===== config.mk =====
export PLATFORM = sky130hd
export DESIGN_NAME = fp_mul_pipe
export DESIGN_NICKNAME = d
export VERILOG_FILES = /design/src/rtl/fp_pkg.sv /design/src/rtl/fp_unpack.sv /design/src/rtl/fp_mul_pipe.sv
export SDC_FILE = /design/constraint.sdc
export NUM_CORES = 1
export LEC_CHECK = 0
export ABC_AREA = 0
export CELL_PAD_IN_SITES_DETAIL_PLACEMENT = 1
export CELL_PAD_IN_SITES_GLOBAL_PLACEMENT = 1
export CORE_UTILIZATION = 46
export CTS_CLUSTER_SIZE = 8
export DETAILED_ROUTE_END_ITERATION = 10
export GPL_TIMING_DRIVEN = 1
export PLACE_DENSITY_LB_ADDON = 0.25
export SLEW_MARGIN = 20
export SYNTH_ARGS = -nofsm -noshare
export SYNTH_HDL_FRONTEND = slang
export SYNTH_SLANG_ARGS = --single-unit

===== constraint.sdc =====
create_clock -name clk -period 2.2 [get_ports clk]
set_input_delay 0.44 -clock clk [delete_from_list [all_inputs] [get_ports clk]]
set_output_delay 0.44 -clock clk [all_outputs]
set_load 0.1 [all_outputs]

===== src/rtl/fp_pkg.sv =====
// Shared types and helpers for the pipelined floating-point multiplier.
// Holds the operand/result class encoding, default FP16 field widths,
// and the exponent bias and canonical NaN helper functions.
package fp_pkg;

  typedef enum logic [1:0] {
    FP_ZERO = 2'd0,
    FP_NORM = 2'd1,
    FP_INF  = 2'd2,
    FP_NAN  = 2'd3
  } fp_class_e;

  localparam int unsigned FP16_EXP_W = 5;
  localparam int unsigned FP16_MAN_W = 10;

  // Exponent bias 2^(exp_w-1)-1.
  function automatic int unsigned bias(input int unsigned exp_w);
    return (32'd1 << (exp_w - 1)) - 32'd1;
  endfunction

  // Quiet NaN {0, all-ones exponent, 1 followed by zeros}, right-aligned in 64 bits.
  function automatic logic [63:0] canonical_nan(input int unsigned exp_w,
                                                input int unsigned man_w);
    logic [63:0] v;
    v = ((64'd1 << exp_w) - 64'd1) << man_w;
    v = v | (64'd1 << (man_w - 1));
    return v;
  endfunction

endpackage


===== src/rtl/fp_unpack.sv =====
// Per-operand classifier: splits a word into sign/exponent/fraction,
// classifies it (subnormals flush to zero) and inserts the hidden bit.
// Ports: x (packed operand), cls_c (class), sign_c, exp_c (biased exponent),
//        man_c (hidden bit + fraction). Purely combinational.
module fp_unpack
  import fp_pkg::*;
#(
  parameter int unsigned EXP_W = FP16_EXP_W,
  parameter int unsigned MAN_W = FP16_MAN_W
) (
  input  logic [EXP_W+MAN_W:0] x,
  output fp_class_e            cls_c,
  output logic                 sign_c,
  output logic [EXP_W-1:0]     exp_c,
  output logic [MAN_W:0]       man_c
);

  logic [MAN_W-1:0] frac;

  assign sign_c = x[EXP_W+MAN_W];
  assign exp_c  = x[EXP_W+MAN_W-1:MAN_W];
  assign frac   = x[MAN_W-1:0];

  // Classify on exponent extremes; hidden bit only for normal numbers.
  always_comb begin
    cls_c = FP_NORM;
    if (exp_c == '0) begin
      cls_c = FP_ZERO;
    end else if (exp_c == '1) begin
      cls_c = (frac == '0) ? FP_INF : FP_NAN;
    end
    man_c = {(cls_c == FP_NORM), frac};
  end

endmodule


===== src/rtl/fp_mul_pipe.sv =====
// Three-stage pipelined floating-point multiplier with valid/ready handshake.
// S1 unpack/classify/exponent sum/mantissa product, S2 normalise (+guard/sticky),
// S3 round, range check and pack. All stages advance together.
// Build option: FP_MUL_RNE_EN selects round-to-nearest-even; otherwise truncate.
// Ports: clk, rst (async, active-high), in_valid/in_ready, a, b,
//        out_valid/out_ready, result, flag_ovf, flag_uf, flag_nan.
module fp_mul_pipe
  import fp_pkg::*;
#(
  parameter int unsigned EXP_W = FP16_EXP_W,
  parameter int unsigned MAN_W = FP16_MAN_W
) (
  input  logic                 clk,
  input  logic                 rst,
  input  logic                 in_valid,
  output logic                 in_ready,
  input  logic [EXP_W+MAN_W:0] a,
  input  logic [EXP_W+MAN_W:0] b,
  output logic                 out_valid,
  input  logic                 out_ready,
  output logic [EXP_W+MAN_W:0] result,
  output logic                 flag_ovf,
  output logic                 flag_uf,
  output logic                 flag_nan
);

  localparam int unsigned W    = 1 + EXP_W + MAN_W;
  localparam int unsigned EW2  = EXP_W + 2;
  localparam int unsigned PW   = 2 * MAN_W + 2;
  localparam int unsigned BIAS = bias(EXP_W);
  localparam logic [W-1:0] QNAN = W'(canonical_nan(EXP_W, MAN_W));
  localparam logic signed [EW2-1:0] E_MAX  = $signed(EW2'((32'd1 << EXP_W) - 32'd1));
  localparam logic signed [EW2-1:0] E_ZERO = '0;
`ifdef FP_MUL_RNE_EN
  localparam int unsigned SP_W = PW;
`else
  localparam int unsigned SP_W = MAN_W + 2;
`endif

  logic advance;

  fp_class_e        ca, cb, kind_c;
  logic             sa, sb;
  logic [EXP_W-1:0] ea, eb;
  logic [MAN_W:0]   ma, mb;

  logic                  s1_valid, s1_sign;
  fp_class_e             s1_kind;
  logic signed [EW2-1:0] s1_exp;
  logic [SP_W-1:0]       s1_prod;

  logic                  s2_valid, s2_sign;
  fp_class_e             s2_kind;
  logic signed [EW2-1:0] s2_exp;
  logic [MAN_W-1:0]      s2_frac;
  logic                  norm_c;
  logic [MAN_W-1:0]      frac_c;
`ifdef FP_MUL_RNE_EN
  logic                  s2_guard, s2_sticky, guard_c, sticky_c;
`endif

  logic                  carry_c;
  logic [MAN_W-1:0]      frac_r_c;
  logic signed [EW2-1:0] e3_c;
  logic [W-1:0]          res_c;
  logic                  ovf_c, uf_c, nan_c;

  // Whole pipe moves unless a held result is blocking the output.
  assign advance  = !out_valid || out_ready;
  assign in_ready = advance;

  fp_unpack #(.EXP_W(EXP_W), .MAN_W(MAN_W)) u_unpack_a (
    .x(a), .cls_c(ca), .sign_c(sa), .exp_c(ea), .man_c(ma)
  );
  fp_unpack #(.EXP_W(EXP_W), .MAN_W(MAN_W)) u_unpack_b (
    .x(b), .cls_c(cb), .sign_c(sb), .exp_c(eb), .man_c(mb)
  );

  // Special-case resolution; NaN wins, then 0 x inf, then inf, then zero.
  always_comb begin
    kind_c = FP_NORM;
    if (ca == FP_NAN || cb == FP_NAN) begin
      kind_c = FP_NAN;
    end else if ((ca == FP_INF && cb == FP_ZERO) || (ca == FP_ZERO && cb == FP_INF)) begin
      kind_c = FP_NAN;
    end else if (ca == FP_INF || cb == FP_INF) begin
      kind_c = FP_INF;
    end else if (ca == FP_ZERO || cb == FP_ZERO) begin
      kind_c = FP_ZERO;
    end
  end

  // S1 register: without rounding only the top MAN_W+2 product bits are kept.
  always_ff @(posedge clk or posedge rst) begin
    if (rst) begin
      s1_valid <= 1'b0;
      s1_kind  <= FP_ZERO;
      s1_sign  <= 1'b0;
      s1_exp   <= '0;
      s1_prod  <= '0;
    end else if (advance) begin
      s1_valid <= in_valid;
      s1_kind  <= kind_c;
      s1_sign  <= sa ^ sb;
      s1_exp   <= $signed(EW2'(ea)) + $signed(EW2'(eb)) - $signed(EW2'(BIAS));
`ifdef FP_MUL_RNE_EN
      s1_prod  <= PW'(ma) * PW'(mb);
`else
      s1_prod  <= SP_W'((PW'(ma) * PW'(mb)) >> MAN_W);
`endif
    end
  end

  // Normalise on the product MSB.
  always_comb begin
    norm_c = s1_prod[SP_W-1];
`ifdef FP_MUL_RNE_EN
    frac_c   = norm_c ? s1_prod[2*MAN_W:MAN_W+1] : s1_prod[2*MAN_W-1:MAN_W];
    guard_c  = norm_c ? s1_prod[MAN_W] : s1_prod[MAN_W-1];
    sticky_c = norm_c ? (|s1_prod[MAN_W-1:0]) : (|s1_prod[MAN_W-2:0]);
`else
    frac_c   = norm_c ? s1_prod[MAN_W:1] : s1_prod[MAN_W-1:0];
`endif
  end

  always_ff @(posedge clk or posedge rst) begin
    if (rst) begin
      s2_valid  <= 1'b0;
      s2_kind   <= FP_ZERO;
      s2_sign   <= 1'b0;
      s2_exp    <= '0;
      s2_frac   <= '0;
`ifdef FP_MUL_RNE_EN
      s2_guard  <= 1'b0;
      s2_sticky <= 1'b0;
`endif
    end else if (advance) begin
      s2_valid  <= s1_valid;
      s2_kind   <= s1_kind;
      s2_sign   <= s1_sign;
      s2_exp    <= s1_exp + $signed(EW2'(norm_c));
      s2_frac   <= frac_c;
`ifdef FP_MUL_RNE_EN
      s2_guard  <= guard_c;
      s2_sticky <= sticky_c;
`endif
    end
  end

  // Round, range-check and pack. A rounding carry leaves frac at zero and bumps e.
  always_comb begin
`ifdef FP_MUL_RNE_EN
    {carry_c, frac_r_c} = {1'b0, s2_frac} +
                          (MAN_W+1)'(s2_guard & (s2_sticky | s2_frac[0]));
`else
    carry_c  = 1'b0;
    frac_r_c = s2_frac;
`endif
    e3_c  = s2_exp + $signed(EW2'(carry_c));
    res_c = '0;
    ovf_c = 1'b0;
    uf_c  = 1'b0;
    nan_c = 1'b0;
    case (s2_kind)
      FP_NAN: begin
        res_c = QNAN;
        nan_c = 1'b1;
      end
      FP_INF:  res_c = {s2_sign, {EXP_W{1'b1}}, {MAN_W{1'b0}}};
      FP_ZERO: res_c = {s2_sign, {(W-1){1'b0}}};
      default: begin
        if (e3_c >= E_MAX) begin
          res_c = {s2_sign, {EXP_W{1'b1}}, {MAN_W{1'b0}}};
          ovf_c = 1'b1;
        end else if (e3_c <= E_ZERO) begin
          res_c = {s2_sign, {(W-1){1'b0}}};
          uf_c  = 1'b1;
        end else begin
          res_c = {s2_sign, e3_c[EXP_W-1:0], frac_r_c};
        end
      end
    endcase
  end

  always_ff @(posedge clk or posedge rst) begin
    if (rst) begin
      out_valid <= 1'b0;
      result    <= '0;
      flag_ovf  <= 1'b0;
      flag_uf   <= 1'b0;
      flag_nan  <= 1'b0;
    end else if (advance) begin
      out_valid <= s2_valid;
      result    <= res_c;
      flag_ovf  <= s2_valid & ovf_c;
      flag_uf   <= s2_valid & uf_c;
      flag_nan  <= s2_valid & nan_c;
    end
  end

endmodule


Word-level counts from Yosys, hierarchy flattened
Cells that the tools add are included.

Register bits after elaboration: 64. Latch bits: 0. Memory bits (writable): 0. Memory bits (read-only): 0. Input port bits: 36. Output and inout port bits: 21. Word-level logic and storage cells: 71. Memories kept: 0.

Add/sub/neg operators: 3. $mul: 1. Div/mod/pow operators: 0. Magnitude comparators: 2. Eq/ne operators: 10. Shift-type cells: 0. Muxes and demuxes: 20. Bitwise operators: 4. Reduce and logical (&&, ||, !) cells: 16.

Operators with widths (number): one-hot mux 16 bit (3 select lines) (1); 2-to-1 mux 15 bit (2); multiplier 11 x 11 -> 22 bit (1); zero test 10 bit (2); 2-to-1 mux 2 bit (7); equality test 2 bit, second input constant (6); equality test 5 bit, second input constant (2); zero test 5 bit (2); 2-to-1 mux 10 bit (1); 2-to-1 mux 1 bit (9); adder 7 x 2 -> 7 bit (1); greater-or-equal comparator 7 x 6 -> 1 bit, second input constant (1); less-or-equal comparator 7 x 1 -> 1 bit, second input constant (1); subtractor 6 x 4 -> 7 bit, second input constant (1); adder 5 x 5 -> 6 bit (1); zero test 2 bit (3); logical OR 1 bit (5); equality test 2 x 1 -> 1 bit, second input constant (2); bitwise AND 1 bit (3); OR reduction 3 bit (1); logical AND 1 bit (2); zero test 1 bit (1); bitwise XOR 1 bit (1).

Longest topological paths before layout
Gate-level depths: netlist of the first run.

Word-level depth: 10. Gate-level depth with buffers: 21. Mapped depth without buffers: 20.

Hierarchy
From an unflattened synthesis of the first run, not the netlist that was laid out.

Cells, all modules: 793. Area, all modules: 7124.3 µm².

By module, submodules not included: fp_mul_pipe (times used 1, cells each 741, area each 6769.0 µm², seq. area each 1601.5 µm²); fp_unpack (times used 2, cells each 26, area each 177.7 µm², seq. area each 0.0 µm²).

Least setup slack after synthesis of the first run
No wires, ideal clock.

Path kind: in2reg. From: input b[10]. To: register s1_prod[10]. Setup time: 132 ps. Data arrival time: 5431 ps. Required time: 2068 ps. Path slack: -3363 ps. Cell stages on the path: 19. Path buffers: 1. Cell sequence: or4_1 -> nor2_1 -> nor2_1 -> and2_1 -> fa_1 -> inv_1 -> fa_1 -> fa_1 -> fa_1 -> fa_1 -> inv_1 -> ha_1 -> clkbuf_1 -> nand4_1 -> nor3_1 -> nand2_1 -> o21a_1 -> a21boi_0 -> o31ai_1.

Cells in the longest elaborated chain, start to end: 5. Elaborated cells between the ends (all ways): 6. Those cells by class: mul: 1; eq/ne: 2; mux: 2; reduce/logical: 1.

Ends and longest elaborated chain: from (decl) (RTL line fp_mul_pipe.sv:18) `input logic [EXP_W+MAN_W:0] b,`; equality test 5 bit (RTL line fp_unpack.sv:29) `end else if (exp_c == '1) begin`; 2-to-1 mux 2 bit (RTL line fp_unpack.sv:29); 2-to-1 mux 2 bit (*) (RTL line fp_unpack.sv:27) `if (exp_c == '0) begin`; equality test 2 x 1 -> 1 bit (*) (RTL line fp_unpack.sv:32) `man_c = {(cls_c == FP_NORM), frac};`; multiplier 11 x 11 -> 22 bit (*) (RTL line fp_mul_pipe.sv:109) `s1_prod <= SP_W'((PW'(ma) * PW'(mb)) >> MAN_W);`; to (signal assigned) (RTL line fp_mul_pipe.sv:109); to (decl) (RTL line fp_mul_pipe.sv:50) `logic [SP_W-1:0] s1_prod;`.

Every way passes the cells marked *; elsewhere a longest branch is shown, timed or not. A chain may end at the register's enable or synchronous reset.

Final worst setup path of the first run
From: input b[14]. To: register s1_prod[5].

Same word-level chain as after synthesis.

==> results.md, run 1 <==
- Counting flops and latches in the post-synthesis netlist gives 64.
- STA puts the critical path data arrival time at 5420 ps.
- The global router's overall resource usage is 0.273.
- The placed wire-length estimate is 15700 um.
- Including well taps, the total number of placed cells is 1074.
- The number of clock buffers added by TritonCTS is 9.
- Buffers inserted to repair hold after CTS numbered 0.
- VDD sags by at most 911 uV.
- The mean instance size in the synthesized netlist is 8.99 um^2.
- STA classifies the critical path endpoint as a flop.
- The standard cell area after detailed placement is 8420 um^2.
- In the final layout, the multi-input gates occupy 5150 um^2.
- In this run the remaining antenna-violating nets after routing total 0.
- The kind of critical path is input port to flop.
- For the final database, setup skew stands at 3.25 ps.
- The final layout contains routed wiring with a total length of 21700 um.
- After floorplanning, the core was sized to cover 14500 um^2.
- The first global-routing pass estimated 32300 um of wire.
- The internal portion of the total power is 8.13 mW.
- Of the total power, the share spent switching nets is 0.489.
- The number of global-route vias before repair is 6687.
- The mapped netlist covers 6870 um^2.
- Summing all flip-flop and latch instances after layout gives 1600 um^2.
- For the finished layout, the period the worst path requires is 5210 ps.
- Clock-pin slew was measured on the worst setup and hold paths at 50 ps.
- The worst stage delay on the critical path is 560 ps.
- Counting every net in the synthesized netlist gives 948.
- Entering global routing, the biggest net connects 38 pins.
- Setup violations remaining at the end of the flow were counted as 12.
- After floorplanning, the core was divided into 44 placement rows.
- Together, buffers and inverters on the worst path number 4.
- The final hold violation count is 0.
- During synthesis, Yosys emitted a total of 0 warnings.
- For this configuration, the core starts out at a cell density of 0.472.
- The cell seen most often among critical-path stages is sky130_fd_sc_hd__fa_1.
- The max-cap violation count is 0.
- The full die area is 15400 um^2.
- The tree built by TritonCTS fans out to 64 sinks.
- The placer's final routability congestion estimate is 0.835.
- The part of the cycle the worst path needs is 2.37.
- The data required time at the worst endpoint is 2420 ps.
- During placement, the flow inserted port buffers numbering 56.
- The flow ran to the end, but the final reports show violations.
- After synthesis, the netlist uses 52 different library cells.
- Setup repair after global routing could not meet its margin everywhere.
- The final reports fail on setup timing.
- The synthesized instance count is 764.
- Across all hold checks on the routed design, the worst slack comes to 456 ps.
- The most common flop cell mapped by yosys is sky130_fd_sc_hd__dfrtp_1.
- The final setup slack of the worst path is -3010 ps.
- Counting flops with a built-in enable in the synthesized netlist gives 0.
- The violation count after the first detailed-routing iteration is 204.
- The number of levels in the clock H-tree is 3.
- The power per standard cell area is 1730 nW/um^2.
- By area, the combinational part of the netlist is dominated by adder cells.
- The CTS tree is built.
- The clock reaches the later pin of the worst-skew pair after 330 ps.
- The die width is 124 um.
- The switching power is 7.77 mW.
- During I/O placement, the number of pins put on the boundary was 57.
- The portion of synthesized area spent on multiplexers is 0.0146.
- The post-synthesis adder-cell area fraction is 0.357.
- The logic gate share of total power is 0.777.
- For this run, the detailed router's first-pass iteration total came to 4.
- The floorplan step set the die height to 124 um.
- The final layout contains 1098 nets.
- The post-detailed-route wirelength per cell is 19.7 um.
- Of the synthesized area, sequential elements account for 0.233.
- In the layout the commonest cells are 131 x sky130_fd_sc_hd__buf_4, 120 x sky130_fd_sc_hd__nand2_1, 106 x sky130_fd_sc_hd__inv_1.
- The headroom to the max-slew limit is 0.671.
- The number of antenna violations at the first check in global routing is 0.
- The area fraction in and, or, nand and nor cells after synthesis is 0.189.
- The post-route standard cell area excluding fillers is 9170 um^2.
- The count of pins over their slew limit is 0.
- After detailed routing, the number of remaining DRC violations is 0.
- Derived from the worst setup path, the maximum achievable clock frequency is 192 MHz.
- The signal on the critical path passes through buf_2 > or4_4 > nor2_4 > nor2_4 > buf_4 > nand2_2 > fa_1 > fa_1 > fa_1 > fa_1 > fa_1 > inv_2 > ha_4 > and3_4 > a32oi_4 > a21oi_2 > buf_4 > o21a_1 > o31ai_1.
- The buffer type at the clock tree root is sky130_fd_sc_hd__clkbuf_16.
- The accumulated negative setup slack is -34490 ps.
- The analysis attributes to cell leakage a power of 4.53 nW.
- Measured on the finished design, the core utilization comes to 0.631.
- The detailed router placed 6035 vias in this run.
- The path class of the tightest hold or removal check is input port to async pin.
- The worst setup path is launched from an input port.
- The post-synthesis xor/xnor area fraction is 0.0204.
- In this run the deepest clock path goes through 2 buffers.
- The share of total power dissipated in sequential elements is 0.132.
- The leftover overflow at the end of global routing is 0.
- The most common library cell in the layout ignoring fill and taps is sky130_fd_sc_hd__buf_4.
- On the critical path the largest part of the delay comes from adder cells.
- The share of power burned in the clock network is 0.091.
- The growth of design area from synthesis to finish is 33.6%.
- The complex-gate fraction of the synthesized area came to 0.103.
- Along the worst path, the maximum fanout reaches 5.
- The number of vias per cell after detailed routing is 5.48.
- Of the cells placed in the final design, the portion with a size suffix greater than 1 is 0.277.
- The final-layout fill cell count is 1674.
- The final standard cell count with taps included and fillers excluded is 1102.
- Counting flops with an async set or reset pin after synthesis yields a share of 1.00.
- The cell with the largest stage delay on the worst path is sky130_fd_sc_hd__fa_1.
- 0 antenna diodes ended up in the layout.
- For the pin with the worst max-slew slack, the measured transition is 489 ps.
-- power groups by stage --
| stage | combinational (mW) | sequential [mW] | clock [mW] |
|---|---|---|---|
| after floorplan | 5.50 | 3.07 | 0 |
| after global placement | 9.32 | 2.07 | 0 |
| after detailed placement | 9.91 | 2.11 | 0 |
| after CTS | 10.7 | 2.10 | 1.46 |
| after global routing | 13.2 | 2.17 | 1.51 |
| final | 12.4 | 2.10 | 1.44 |
-- state kept, by name (all words and copies together) (netlist names) --
register,flops
flag_ovf,1
s2_valid,1
flag_uf,1
out_valid,1
result,16
frac_r_c,10
s1_sign,1
s1_kind,2
s2_sign,1
s1_valid,1
flag_nan,1
s1_exp,7
s1_prod,12
s2_kind,2
s2_exp,7
-- synthesized netlist by cell type, types with 6 or more instances --
| library cell | number | area share |
|---|---|---|
| sky130_fd_sc_hd__a21o_1 | 8 | 0.0087 |
| sky130_fd_sc_hd__a21oi_1 | 31 | 0.023 |
| sky130_fd_sc_hd__a22o_1 | 10 | 0.013 |
| sky130_fd_sc_hd__a31oi_1 | 6 | 0.0055 |
| sky130_fd_sc_hd__and2_1 | 63 | 0.057 |
| sky130_fd_sc_hd__clkbuf_1 | 30 | 0.016 |
| sky130_fd_sc_hd__dfrtp_1 | 64 | 0.23 |
| sky130_fd_sc_hd__fa_1 | 80 | 0.23 |
| sky130_fd_sc_hd__ha_1 | 68 | 0.12 |
| sky130_fd_sc_hd__inv_1 | 116 | 0.063 |
| sky130_fd_sc_hd__mux2i_1 | 10 | 0.015 |
| sky130_fd_sc_hd__nand2_1 | 124 | 0.068 |
| sky130_fd_sc_hd__nand3_1 | 10 | 0.0073 |
| sky130_fd_sc_hd__nor2_1 | 26 | 0.014 |
| sky130_fd_sc_hd__nor4_1 | 8 | 0.0073 |
| sky130_fd_sc_hd__o21ai_0 | 32 | 0.023 |
| sky130_fd_sc_hd__xnor2_1 | 11 | 0.014 |
-- logic make-up (layout without fill, tap and decap cells) --
kind of cell,Yosys count,count (layout)
AND/OR/NAND/NOR,264,264
multiplexers,10,10
AO/OA/AOI/OAI,110,110
buffers and inverters,152,306
XOR/XNOR,16,16
flip-flops,64,64
adder cells (fa/ha/maj),148,148
-- routing by layer --
layer / GRT usage / part of all wire / vias up
li1: - / - / 2752
met1: 0.319 / 0.39 / 3066
met2: 0.512 / 0.54 / 149
met3: 0.0275 / 0.027 / 68
met4: 0.0997 / 0.037 / 0
met5: 0 / 0 / -
-- what timing repair did --
action / 4_1_cts / 5_1_grt
pin swaps: 51 / 35
endpoints found under the setup margin: 14 / 13
gates resized for setup: 84 / 47
buffers inserted: 8 / 6
-- area by class of cell --
| class | count | area share |
|---|---|---|
| multi-input cells | 548 | 0.562 |
| flip-flops and latches | 64 | 0.175 |
| repair buffers | 175 | 0.158 |
| inverters | 116 | 0.0475 |
| clock buffers | 12 | 0.0291 |
| well taps | 184 | 0.0251 |
| clock inverters | 3 | 0.00436 |
-- through the flow --
stage	worst slack [ps]	total power [mW]
global placement	-3490	11.4
global route	-3160	16.9
finish	-3010	15.9
floorplan	-2940	8.56
CTS	-3030	14.3
detailed placement	-3630	12.0
-- path summary, 6_finish.rpt --
kind | start | endpoint | slack (ps) | depth (start not counted)
worst max-delay path | b[14] | s1_prod[5]$_DFFE_PP0P_ | -3010 | 19
worst min-delay path | rst | result[6]$_DFFE_PP0P_ | 460 | 2
worst max register to register | s2_exp[1]$_DFFE_PP0P_ | result[8]$_DFFE_PP0P_ | 540 | 7
worst min register to register | frac_r_c[2]$_DFFE_PP0P_ | frac_r_c[2]$_DFFE_PP0P_ | 480 | 2
max in group asynchronous | rst | result[3]$_DFFE_PP0P_ | 1180 | 3
min in group clk | frac_r_c[2]$_DFFE_PP0P_ | frac_r_c[2]$_DFFE_PP0P_ | 480 | 2
No activity file was read; power rests on OpenSTA's default activity.
==> run 2, diff against run 1 <==
--- a/constraint.sdc
+++ b/constraint.sdc
@@ -3,2 +3,2 @@
 set_output_delay 0.44 -clock clk [all_outputs]
-set_load 0.1 [all_outputs]
+set_load 0.02 [all_outputs]
==> results.md, run 2 (synthesis results as in run 1) <==
- The first-pass GRT wire length came to 33900 um (+4.8%).
- The die width is 124 um (unchanged).
- The full die area is 15400 um^2 (unchanged).
- The antenna cell count is 0 (unchanged).
- The arrival time at the worst endpoint is 5650 ps (+230 ps).
- The kind of critical path is input port to flop.
- The share of power burned in the clock network is 0.097 (+0.006).
- The placer's final routability congestion estimate was 0.914 (+9.5%).
- The remaining design rule violation count came to 0 (unchanged).
- The class of the most critical hold timing path is flop to flop.
- The actual slew at the worst max-slew pin is 752 ps (+264 ps).
- The worst-case clock skew is 6.55 ps (+3.30 ps).
- The number of vias after detailed routing is 6115 (+1.3%).
- The number of buffers on the longest clock path is 2 (unchanged).
- The total of endpoints with negative setup slack in the final report is 12 (unchanged).
- The clock transition at the register clock pins on the worst setup and hold paths after CTS was 50 ps (about the same).
- The count of pins over their slew limit came to 0 (unchanged).
- The standard cell area after detailed placement is 8380 um^2 (-0.40%).
- The internal power consumption was 8.53 mW (+5.0%).
- The number of nets in the final layout is 1088 (-0.91%).
- The effective utilization at floorplan is 0.472 (unchanged).
- The part of the cycle the worst path needs was 2.47 (+0.106).
- The standard cell core area was 14500 um^2 (unchanged).
- The post-route standard cell area excluding fillers is 9140 um^2 (-0.35%).
- The data required time at the worst endpoint is 2410 ps (about the same).
- The headroom to the max-slew limit is 0.494 (-0.177).
- The clock latency at the later pin of the worst-skew pair is 330 ps (about the same).
- The final setup slack of the worst path is -3240 ps (-233 ps).
- The most common library cell in the layout ignoring fill and taps is sky130_fd_sc_hd__nand2_1.
- The violation count after the first detailed-routing iteration was 255 (+25%).
- The register share of total power is 0.132 (about the same).
- The buffer type at the clock tree root is sky130_fd_sc_hd__clkbuf_16.
- The die span in y is 124 um (unchanged).
- The aggregate routed wire length is 22900 um (+5.2%).
- The final hold violation count is 0 (unchanged).
- The post-detailed-route wirelength per cell is 20.9 um (+6.1%).
- The count of boundary I/O pins was 57 (unchanged).
- The worst setup path is launched from an input port.
- The total clock buffers created by CTS is 9 (unchanged).
- The number of vias per cell after detailed routing is 5.59 (+2.2%).
- The checks that failed: setup timing.
- The peak supply drop is 924 uV (+1.5%).
- The residual antenna-violating net count after detailed routing came to 0 (unchanged).
- The largest fanout on the critical path is 4 (-1).
- The pre-CTS setup slack is -3860 ps (-229 ps).
- The largest register by flop count is result.
- The max-cap violation count was 0 (unchanged).
- The maximum number of pins on one net before global-route repair came to 65 (+71%).
- The total iterations of the first detailed-routing run is 4 (unchanged).
- The floorplan row count came to 44 (unchanged).
- The global router's overall resource usage is 0.292 (+0.0189).
- The total leakage power is 4.45 nW (-1.8%).
- The number of flip-flops in the largest register was 16 (unchanged).
- The placed wire-length estimate is 16200 um (+3.4%).
- Leaving out fill and tap cells, the most frequent cells in the layout are 121 x sky130_fd_sc_hd__nand2_1, 105 x sky130_fd_sc_hd__inv_1, 100 x sky130_fd_sc_hd__buf_4.
- The number of levels in the clock H-tree is 3 (unchanged).
- The number of clock sinks is 64 (unchanged).
- The switching power was 7.29 mW (-6.2%).
- The switching share of power is 0.461 (-0.0279).
- The power per standard cell area was 1730 nW/um^2 (-0.12%).
- The count of port buffers added during placement is 56 (unchanged).
- Relative to the synthesized area, the layout overhead comes to 33.1%.
- The critical path endpoint category is a flop.
- The fraction of layout instances using a drive strength above 1 is 0.237 (-0.0402).
- The slack of the worst reg-to-reg path is 590 ps (+50 ps).
- The count of hold buffers inserted by post-cts repair is 0 (unchanged).
- The shortest period the worst path allows is 5440 ps (+233 ps).
- The run finished, with violations left.
- The number of global-route vias before repair is 6872 (+2.8%).
- The top achievable clock speed is 184 MHz (-4.3%).
- The number of antenna violations at the first check in global routing is 0 (unchanged).
- Setup repair after global routing could not meet its margin everywhere.
- TritonCTS built the clock tree.
- The leftover overflow at the end of global routing is 0 (unchanged).
- The logic gate share of total power is 0.771 (-0.006).
- The worst hold slack after final layout is 474 ps (+18.6 ps).
## run 2: cell types whose count changed in the layout (fill, tap and decap cells not counted), moves of 3 or more
cell and delta:
sky130_fd_sc_hd__dlygate4sd2_1 +5, sky130_fd_sc_hd__a21oi_1 +3, sky130_fd_sc_hd__a21oi_4 +3, sky130_fd_sc_hd__nor2_4 -3, sky130_fd_sc_hd__clkbuf_2 +4, sky130_fd_sc_hd__clkdlybuf4s15_1 -5, sky130_fd_sc_hd__a21oi_2 -6, sky130_fd_sc_hd__buf_4 -31
sky130_fd_sc_hd__clkdlybuf4s50_1 +20, sky130_fd_sc_hd__ha_2 -3
## run 2: final cells by class
| type | count | area (um^2) |
|---|---|---|
| Clock buffer | 11 | 243 |
| Fill cell | 1641 | 5390 |
| Inverter | 116 | 438 |
| Timing Repair Buffer | 165 | 1390 |
| Sequential cell | 64 | 1600 |
| Tap cell | 184 | 230 |
| Multi-Input combinational cell | 548 | 5160 |
| Clock inverter | 5 | 80.1 |
## run 2: metal layers
metal	wire length [um]	up-vias	global-route usage
met5	0	-	0
li1	-	2734	-
met1	8590	3123	0.302
met4	1180	0	0.172
met3	724	83	0.0403
met2	12400	175	0.555
## run 2: metrics by stage
step                      std cells  total power, mW  utilization  TNS, ps
after floorplan                 764             7.60            -   -33340
after global routing           1093             16.7        0.629   -37480
final                          1093             15.8        0.629   -36200
after CTS                      1091             13.8        0.614   -35100
after global placement         1065             10.5        0.577   -42240
after detailed placement       1065             11.1        0.577   -45190
## run 2: path summary, 6_finish.rpt
| check | start | to | depth (start not counted) |
|---|---|---|---|
| worst max-delay path | b[12] | s1_prod[10]$_DFFE_PP0P_ | 21 |
| worst min-delay path | s1_kind[1]$_DFFE_PP0P_ | s1_kind[1]$_DFFE_PP0P_ | 2 |
| worst max register to register | s2_exp[0]$_DFFE_PP0P_ | result[2]$_DFFE_PP0P_ | 7 |
| worst min register to register | s1_kind[1]$_DFFE_PP0P_ | s1_kind[1]$_DFFE_PP0P_ | 2 |
| max in group asynchronous | rst | frac_r_c[7]$_DFFE_PP0P_ | 3 |
| min in group asynchronous | rst | result[10]$_DFFE_PP0P_ | 3 |
## run 2: critical path, cell delays in order
cell and delay, ps:
sky130_fd_sc_hd__buf_6 90, sky130_fd_sc_hd__or4_4 540, sky130_fd_sc_hd__nor2_4 180, sky130_fd_sc_hd__nor2_4 60, sky130_fd_sc_hd__and2_4 160, sky130_fd_sc_hd__fa_1 490
sky130_fd_sc_hd__inv_2 40, sky130_fd_sc_hd__fa_1 500, sky130_fd_sc_hd__inv_2 60, sky130_fd_sc_hd__fa_1 500, sky130_fd_sc_hd__fa_1 550, sky130_fd_sc_hd__inv_2 50
sky130_fd_sc_hd__fa_1 490, sky130_fd_sc_hd__inv_2 60, sky130_fd_sc_hd__ha_4 300, sky130_fd_sc_hd__nand4_1 220, sky130_fd_sc_hd__nor3_2 250, sky130_fd_sc_hd__nand2_1 140
sky130_fd_sc_hd__o21a_1 250, sky130_fd_sc_hd__a21boi_1 170, sky130_fd_sc_hd__o31ai_1 100
## run 2: timing repair
item,4_1_cts,5_1_grt
setup buffers,10,3
pin swaps,37,37
gates resized for setup,77,48
hold endpoints to repair,0,0
setup endpoints to repair,13,14
## run 2: power groups by stage
stage	clock (mW)	sequential (mW)	combinational, mW
4_1_cts	1.56	2.10	10.1
3_3_place_gp	0	2.07	8.44
6_report	1.53	2.09	12.2
2_1_floorplan	0	2.18	5.42
5_1_grt	1.60	2.16	13.0
3_5_place_dp	0	2.11	9.04
